## config.mk

```make
export PLATFORM = sky130hd
export DESIGN_NAME = store_lane_unit
export DESIGN_NICKNAME = d
export VERILOG_FILES = /design/src/rtl/store_lane_unit.sv
export SDC_FILE = /design/constraint.sdc
export NUM_CORES = 1
export LEC_CHECK = 0
export ABC_AREA = 1
export CAP_MARGIN = 15
export CORE_MARGIN = 3
export CORE_UTILIZATION = 45
export DETAILED_ROUTE_END_ITERATION = 16
export PLACE_DENSITY = 0.82
export SLEW_MARGIN = 20
export SYNTH_ARGS = -nofsm -noshare
export SYNTH_HDL_FRONTEND = slang
export SYNTH_SLANG_ARGS = --single-unit
```

## constraint.sdc

```tcl
create_clock -name clk -period 1.9 [get_ports clk]
set_input_delay 0.38 -clock clk [delete_from_list [all_inputs] [get_ports clk]]
set_output_delay 0.38 -clock clk [all_outputs]
set_load 0.02 [all_outputs]
```

## src/rtl/store_lane_unit.sv

```systemverilog
// Store-path lane steering: turns one byte/word store into one or two
// little-endian memory writes with byte enables; unaligned words are split.
module store_lane_unit #(
    parameter int WORD = 16,
    parameter int ADDR = 16
) (
    input  logic            clk,
    input  logic            rst_n,
    input  logic            req_valid,
    output logic            req_ready,
    input  logic [ADDR-1:0] req_addr,
    input  logic [WORD-1:0] req_data,
    input  logic            req_byte,
    output logic            mem_wr,
    output logic [ADDR-1:0] mem_addr,
    output logic [WORD-1:0] mem_wdata,
    output logic [1:0]      mem_be,
    input  logic            mem_ack,
    output logic            done
);
    localparam int HALF = WORD / 2;
    localparam logic [1:0] S_IDLE = 2'd0;
    localparam logic [1:0] S_WR1  = 2'd1;
    localparam logic [1:0] S_WR2  = 2'd2;
    localparam logic [ADDR-1:0] ADDR_ONE = {{(ADDR-1){1'b0}}, 1'b1};

    logic [1:0]      state;
    logic [ADDR-1:0] addr_q;
    logic [HALF-1:0] hi_q;
    logic            split_q;

    logic [WORD-1:0] first_wdata;
    logic [1:0]      first_be;
    logic            req_split;

    // Request handshake: a store is taken on any rising edge where
    // req_valid && req_ready. Memory handshake: the write fields hold
    // until an edge with mem_wr && mem_ack, which retires that write.
    assign req_ready = (state == S_IDLE);
    assign req_split = !req_byte && req_addr[0];

    // Byte stores and the first half of a split word replicate the low
    // lane so the enabled lane always carries the right byte.
    always_comb begin
        first_wdata = {req_data[HALF-1:0], req_data[HALF-1:0]};
        first_be    = 2'b01;
        if (!req_byte && !req_addr[0]) begin
            first_wdata = req_data;
            first_be    = 2'b11;
        end else if (req_addr[0]) begin
            first_be = 2'b10;
        end
    end

    always_ff @(posedge clk or negedge rst_n) begin
        if (!rst_n) begin
            state     <= S_IDLE;
            addr_q    <= '0;
            hi_q      <= '0;
            split_q   <= 1'b0;
            mem_wr    <= 1'b0;
            mem_addr  <= '0;
            mem_wdata <= '0;
            mem_be    <= 2'b00;
            done      <= 1'b0;
        end else begin
            done <= 1'b0;
            case (state)
                S_IDLE: begin
                    mem_wr <= 1'b0;
                    mem_be <= 2'b00;
                    if (req_valid) begin
                        addr_q    <= req_addr;
                        hi_q      <= req_data[WORD-1:HALF];
                        split_q   <= req_split;
                        state     <= S_WR1;
                        mem_wr    <= 1'b1;
                        mem_addr  <= req_addr;
                        mem_wdata <= first_wdata;
                        mem_be    <= first_be;
                    end
                end
                S_WR1: begin
                    if (mem_ack) begin
                        if (split_q) begin
                            state     <= S_WR2;
                            mem_addr  <= addr_q + ADDR_ONE;
                            mem_wdata <= {hi_q, hi_q};
                            mem_be    <= 2'b01;
                        end else begin
                            state  <= S_IDLE;
                            mem_wr <= 1'b0;
                            mem_be <= 2'b00;
                            done   <= 1'b1;
                        end
                    end
                end
                S_WR2: begin
                    if (mem_ack) begin
                        state  <= S_IDLE;
                        mem_wr <= 1'b0;
                        mem_be <= 2'b00;
                        done   <= 1'b1;
                    end
                end
                default: begin
                    state  <= S_IDLE;
                    mem_wr <= 1'b0;
                    mem_be <= 2'b00;
                end
            endcase
        end
    end
endmodule

```

==> impl_metrics.toml, run 1 <==
[synthesis]
syn_nets = 449
yosysSeqAreaShare_pct = 49.4
yosys_warnings = 0
synth_edf_count = 0
synthTopCellsByArea = "dfrtp_1 49%, nand2_1 15%, a21oi_1 6.9%"
synth_cells = 408
synth.distinct_cells = 28
syn_area_per_cell_um2 = 7.82
synthFlopType = "dfrtp_1"
ys_ff_latch = 63
synth_top_area_share_pct = 49.4
yosys.area.top_type = "dfrtp_1"
syn-cell-area_um2 = 3190
synth_async_sr_flop_share_pct = 100

[critical_path]
crit_path_end_kind = "output port"
critical_path_required_ns = 1.52
path_class = "register to output port"
critPathLaunchType = "register"
path_buf_inv = 2
path_cells = "inv_1, ha_1, clkdlybuf4s15_1"
max_stage_delay_ns = 0.38
critical-path-top-delay-family = "buffers and inverters"
cpMaxStageDelayCell = "dfrtp_1"
cp.arrival_ns = 1.42
critPathMaxFanout = 4

[routing]
wire_per_inst_um = 13.6
vias = 2965
drtIter0Drc = 181
ant_nets = 0
wl_mm = 7.98
first_pass_iters = 6
vias_per_cell = 5.07
drc_errors = 0

[floorplan]
start_util_pct = 46.7
coreArea_um2 = 6830
rows = 30
pin_count = 74
die_y_um = 90.2
dieArea_um2 = 8130
die_w_um = 90.2

[finish]
syn_to_final_growth_pct = 31.2
n_antenna_cell = 0
drive_above_1_share_pct = 8.59
nFillCells = 646
nets = 525
final_area_um2 = 4180

[cts]
cts_tree = "yes"
cts_buffers = 9
clockRootBuffer = "clkbuf_8"
clock-sinks = 63
cts.htree.levels = 3
clock_path_buffers = 2
insertion_delay_ns = 0.35
clkTransAtPathRegs_ns = 0.08
post_cts_buffers = 0

[sta]
fin_crit_sh_pct = 94.8
hold_viol = 0
min_period_ns = 1.80
finalSetupTns_ns = 0
clock_skew_ns = 0.0108
tightest_slew_ns = 0.499
slew_viol_final = 0
slew_headroom_pct = 66.7
finalSetupViolations = 0
rsz0062_at_grt = "false"
holdWs_ns = 0.0252
max_freq_ghz = 0.555

[placement]
hpwl_mm = 5.46
place_congestion = 0.788
placed_area_um2 = 4000
portBuffers = 73

[worst_hold_path]
hold_path.class = "primary input to async pin"

[grt]
grt_pass1_vias = 2966
grt_start_max_net_pins = 64
antenna_found_initial = 0
grt_pass1_wl_mm = 13.6
overflow = 0
grtUsageTotal_pct = 20.6

[pwr]
peakVddDrop_mv = 0.984
leakagePower_nw = 1.97
pwr_density_cell_nw_per_um2 = 1780

[status]
status = "finished clean"

[job]
drv_cap = 0
[worst paths after layout]
kind | from | cells past startpoint | end | slack, ns
max in group asynchronous | rst_n | 2 | split_q | 1.58
min | rst_n | 2 | mem_wdata[6] | 0.03
max | state[0] | 3 | req_ready | 0.1
min reg2reg | mem_addr[11] | 2 | mem_addr[11] | 0.48
max reg2reg | state[1] | 6 | mem_wr | 0.23
min in group clk | mem_addr[11] | 2 | mem_addr[11] | 0.48
[stage by stage]
stage	worst slack [ns]	utilization, %	instances	total power [W]
after floorplan	0.321	-	408	0.00503
after global placement	0.194	58.6	569	0.00623
after detailed placement	0.115	58.6	569	0.00638
after CTS	0.0759	61.2	585	0.00749
after global routing	0.0167	61.2	585	0.00806
final	0.0990	61.2	585	0.00746
[cell families after synthesis]
logic type / synth area share [%]
AO/OA/AOI/OAI: 15.2
XOR/XNOR: 0.549
adder cells (fa/ha/maj): 1.57
buffers and inverters: 8.83
flip-flops: 49.4
AND/OR/NAND/NOR: 24.4
[area by class of cell]
type	count	area [µm²]	share of cell area, %
Timing Repair Buffer	82	806	19.3
Multi-Input combinational cell	285	1330	31.8
Tap cell	96	120	2.87
Inverter	43	166	3.98
Clock inverter	5	32.5	0.778
Clock buffer	11	151	3.62
Sequential cell	63	1580	37.7
[metal layers]
layer  track usage [%]  part of all wire, %  up-vias
li1                  -                    -     1466
met1              26.8                   45     1406
met2              33.2                   49       78
met3              3.93                  4.1       15
met4              9.57                  2.2        0
met5                 0                    0        -
[layout by cell type (no fill, tap or decap)]
master,Yosys,layout
clkinvlp_4,0,3
ha_1,4,4
inv_2,1,1
o211ai_1,2,2
xor2_1,2,2
o31ai_1,1,1
buf_2,4,1
nand3_1,19,19
nor2_4,2,2
o22a_1,1,1
o21ai_0,30,30
inv_4,2,2
nand2_4,1,1
o21ai_1,2,2
nand4_1,3,3
a21oi_1,44,44
o22ai_1,1,1
a31oi_1,1,1
nand3b_1,1,1
inv_1,40,40
clkdlybuf4s15_1,0,1
a21oi_2,6,6
nor2_1,36,36
buf_4,0,8
clkdlybuf4s50_1,0,71
nor2_2,3,3
clkbuf_8,0,11
dfrtp_1,63,63
o21ai_2,1,1
buf_12,1,1
clkinv_2,0,2
nand2_1,125,125
[repair_timing]
item,4_1_cts,5_1_grt
endpoints found under the setup margin,1,1
cloned,0,0
hold buffers,0,0
resized for setup,1,1
pin swaps,0,0
[power by group]
| part | switching, W | total [W] | leakage [nW] | internal, W |
|---|---|---|---|---|
| logic | 0.00230 | 0.00388 | 1.12 | 0.00158 |
| registers | 0.000471 | 0.00249 | 0.756 | 0.00202 |
| clock network | 0.000543 | 0.00108 | 0.0873 | 0.000539 |
| total | 0.00331 | 0.00746 | 1.97 | 0.00414 |
[cell usage after synthesis (all sizes together) (2+ instances only)]
master    n
a21oi    50
buf       9
clkbuf    8
dfrtp    63
ha        4
inv      43
nand2   126
nand3    19
nand4     3
nor2     41
o211ai    2
o21ai    33
xor2      2
[registers in the layout, indices dropped and copies added, names as in the netlist]
register and flops:
addr_q 16, done 1, hi_q 8, mem_addr 16
mem_be 2, mem_wdata 16, mem_wr 1, split_q 1
state 2
No activity file was read; power rests on OpenSTA's default activity.
==> run 2: changes to the inputs <==
--- a/config.mk
+++ b/config.mk
@@ -10,6 +10,8 @@
 export CORE_MARGIN = 3
 export CORE_UTILIZATION = 45
 export DETAILED_ROUTE_END_ITERATION = 16
+export GPL_ROUTABILITY_DRIVEN = 0
+export MAX_ROUTING_LAYER = met4
 export PLACE_DENSITY = 0.82
 export SLEW_MARGIN = 20
 export SYNTH_ARGS = -nofsm -noshare
==> run 2 against run 1 <==
Net effect:
- register-to-register slack barely moved
- setup slack improved by 0.0061 ns
- sequential cell count did not move
- total power fell by 0.15%
- sequential power barely moved
- final cell count did not move
- wire length fell by 0.16%
- clock power barely moved
- sequential share of layout area did not move
- largest cell class unchanged
- highest routed layer unchanged
==> impl_metrics.toml, run 2 (same netlist as run 1, synthesis figures left out) <==
[critical_path]
cp.arrival_ns = 1.41
path_cells = "inv_1, ha_1, clkdlybuf4s15_1"
critPathLaunchType = "register"
critical_path_required_ns = 1.52
critPathMaxFanout = 4
max_stage_delay_ns = 0.38
path_class = "register to output port"
critical-path-top-delay-family = "buffers and inverters"
path_buf_inv = 2
crit_path_end_kind = "output port"
cpMaxStageDelayCell = "dfrtp_1"

[sta]
tightest_slew_ns = 0.494
min_period_ns = 1.79
max_freq_ghz = 0.557
fin_crit_sh_pct = 94.5
holdWs_ns = 0.0244
rsz0062_at_grt = "false"
finalSetupTns_ns = 0
finalSetupViolations = 0
hold_viol = 0
clock_skew_ns = 0.0106
slew_headroom_pct = 67.0
slew_viol_final = 0

[finish]
final_common_cell = "nand2_1"
final_cell_mix = "125 x nand2_1, 71 x clkdlybuf4s50_1, 63 x dfrtp_1"
finalNonFillerCells = 585
n_antenna_cell = 0
drive_above_1_share_pct = 8.59
syn_to_final_growth_pct = 31.2
nFillCells = 646
reg_top3 = "addr_q (16), mem_addr (16), mem_wdata (16)"
nets = 525

[job]
drv_cap = 0

[floorplan]
rows = 30
dieArea_um2 = 8130
start_util_pct = 46.7
die_y_um = 90.2
pin_count = 74
die_w_um = 90.2
coreArea_um2 = 6830

[placement]
hpwl_mm = 5.46
portBuffers = 73
place_inst = 569

[cts]
clockRootBuffer = "clkbuf_8"
cts_tree = "yes"
holdBufCountCts = 0
cts_buffers = 9
insertion_delay_ns = 0.34
clock-sinks = 63
clock_path_buffers = 2
post_cts_buffers = 0
cts.htree.levels = 3
clkTransAtPathRegs_ns = 0.08

[routing]
ant_nets = 0
drtIter0Drc = 197
vias = 2976
wire_per_inst_um = 13.6
wl_mm = 7.97
vias_per_cell = 5.09
first_pass_iters = 4
drc_errors = 0

[pwr]
leakagePower_nw = 1.97
pwr_density_cell_nw_per_um2 = 1780
peakVddDrop_mv = 0.983

[grt]
grt_pass1_vias = 2955
grt_pass1_wl_mm = 13.7
antenna_found_initial = 0
overflow = 0
grt_start_max_net_pins = 64
grtUsageTotal_pct = 21.2

[worst_hold_path]
hold_path.class = "primary input to async pin"

[status]
status = "finished clean"
run 2: cell counts in the layout (fill, tap and decap cells not counted):
No cell type changed its count.
run 2: path summary, 6_finish.rpt:
| kind | from | to | slack, ns | cells after the start |
|---|---|---|---|---|
| max reg2reg | state[1] | mem_wr | 0.24 | 6 |
| min in group clk | mem_addr[11] | mem_addr[11] | 0.48 | 2 |
| max in group asynchronous | rst_n | addr_q[15] | 1.57 | 2 |
| max | state[0] | req_ready | 0.11 | 3 |
| min reg2reg | mem_addr[11] | mem_addr[11] | 0.48 | 2 |
| min | rst_n | mem_wdata[6] | 0.02 | 2 |
run 2: timing repair:
action                     4_1_cts  5_1_grt
gates resized for setup          1        1
setup endpoints to repair        1        1
pin swaps                        0        0
run 2: power breakdown:
group          internal [W]  switching [W]
clock network      0.000539       0.000537
registers           0.00202       0.000471
logic               0.00158        0.00230
total               0.00414        0.00330
run 2: metrics by stage:
step | cell area (µm²) | total power, W | setup WS (ns) | util [%]
floorplan | 3190 | 0.00503 | 0.321 | -
global placement | 4000 | 0.00623 | 0.194 | 58.6
detailed placement | 4000 | 0.00638 | 0.115 | 58.6
CTS | 4180 | 0.00749 | 0.0759 | 61.2
global route | 4180 | 0.00807 | 0.00925 | 61.2
finish | 4180 | 0.00744 | 0.105 | 61.2
run 2: final cells by class:
| cell class | count | area, µm² | area share [%] |
|---|---|---|---|
| clock inverter | 5 | 32.5 | 0.778 |
| multi-input combinational | 285 | 1330 | 31.8 |
| clock buffer | 11 | 151 | 3.62 |
| timing repair buffer | 82 | 806 | 19.3 |
| sequential | 63 | 1580 | 37.7 |
| tap | 96 | 120 | 2.87 |
| inverter | 43 | 166 | 3.98 |
run 2: layer usage:
layer | GRT usage [%] | part of all wire [%]
met5 | - | 0
met4 | 7.27 | 1.7
met3 | 5.44 | 4.2
met2 | 33.5 | 49
met1 | 26.6 | 45
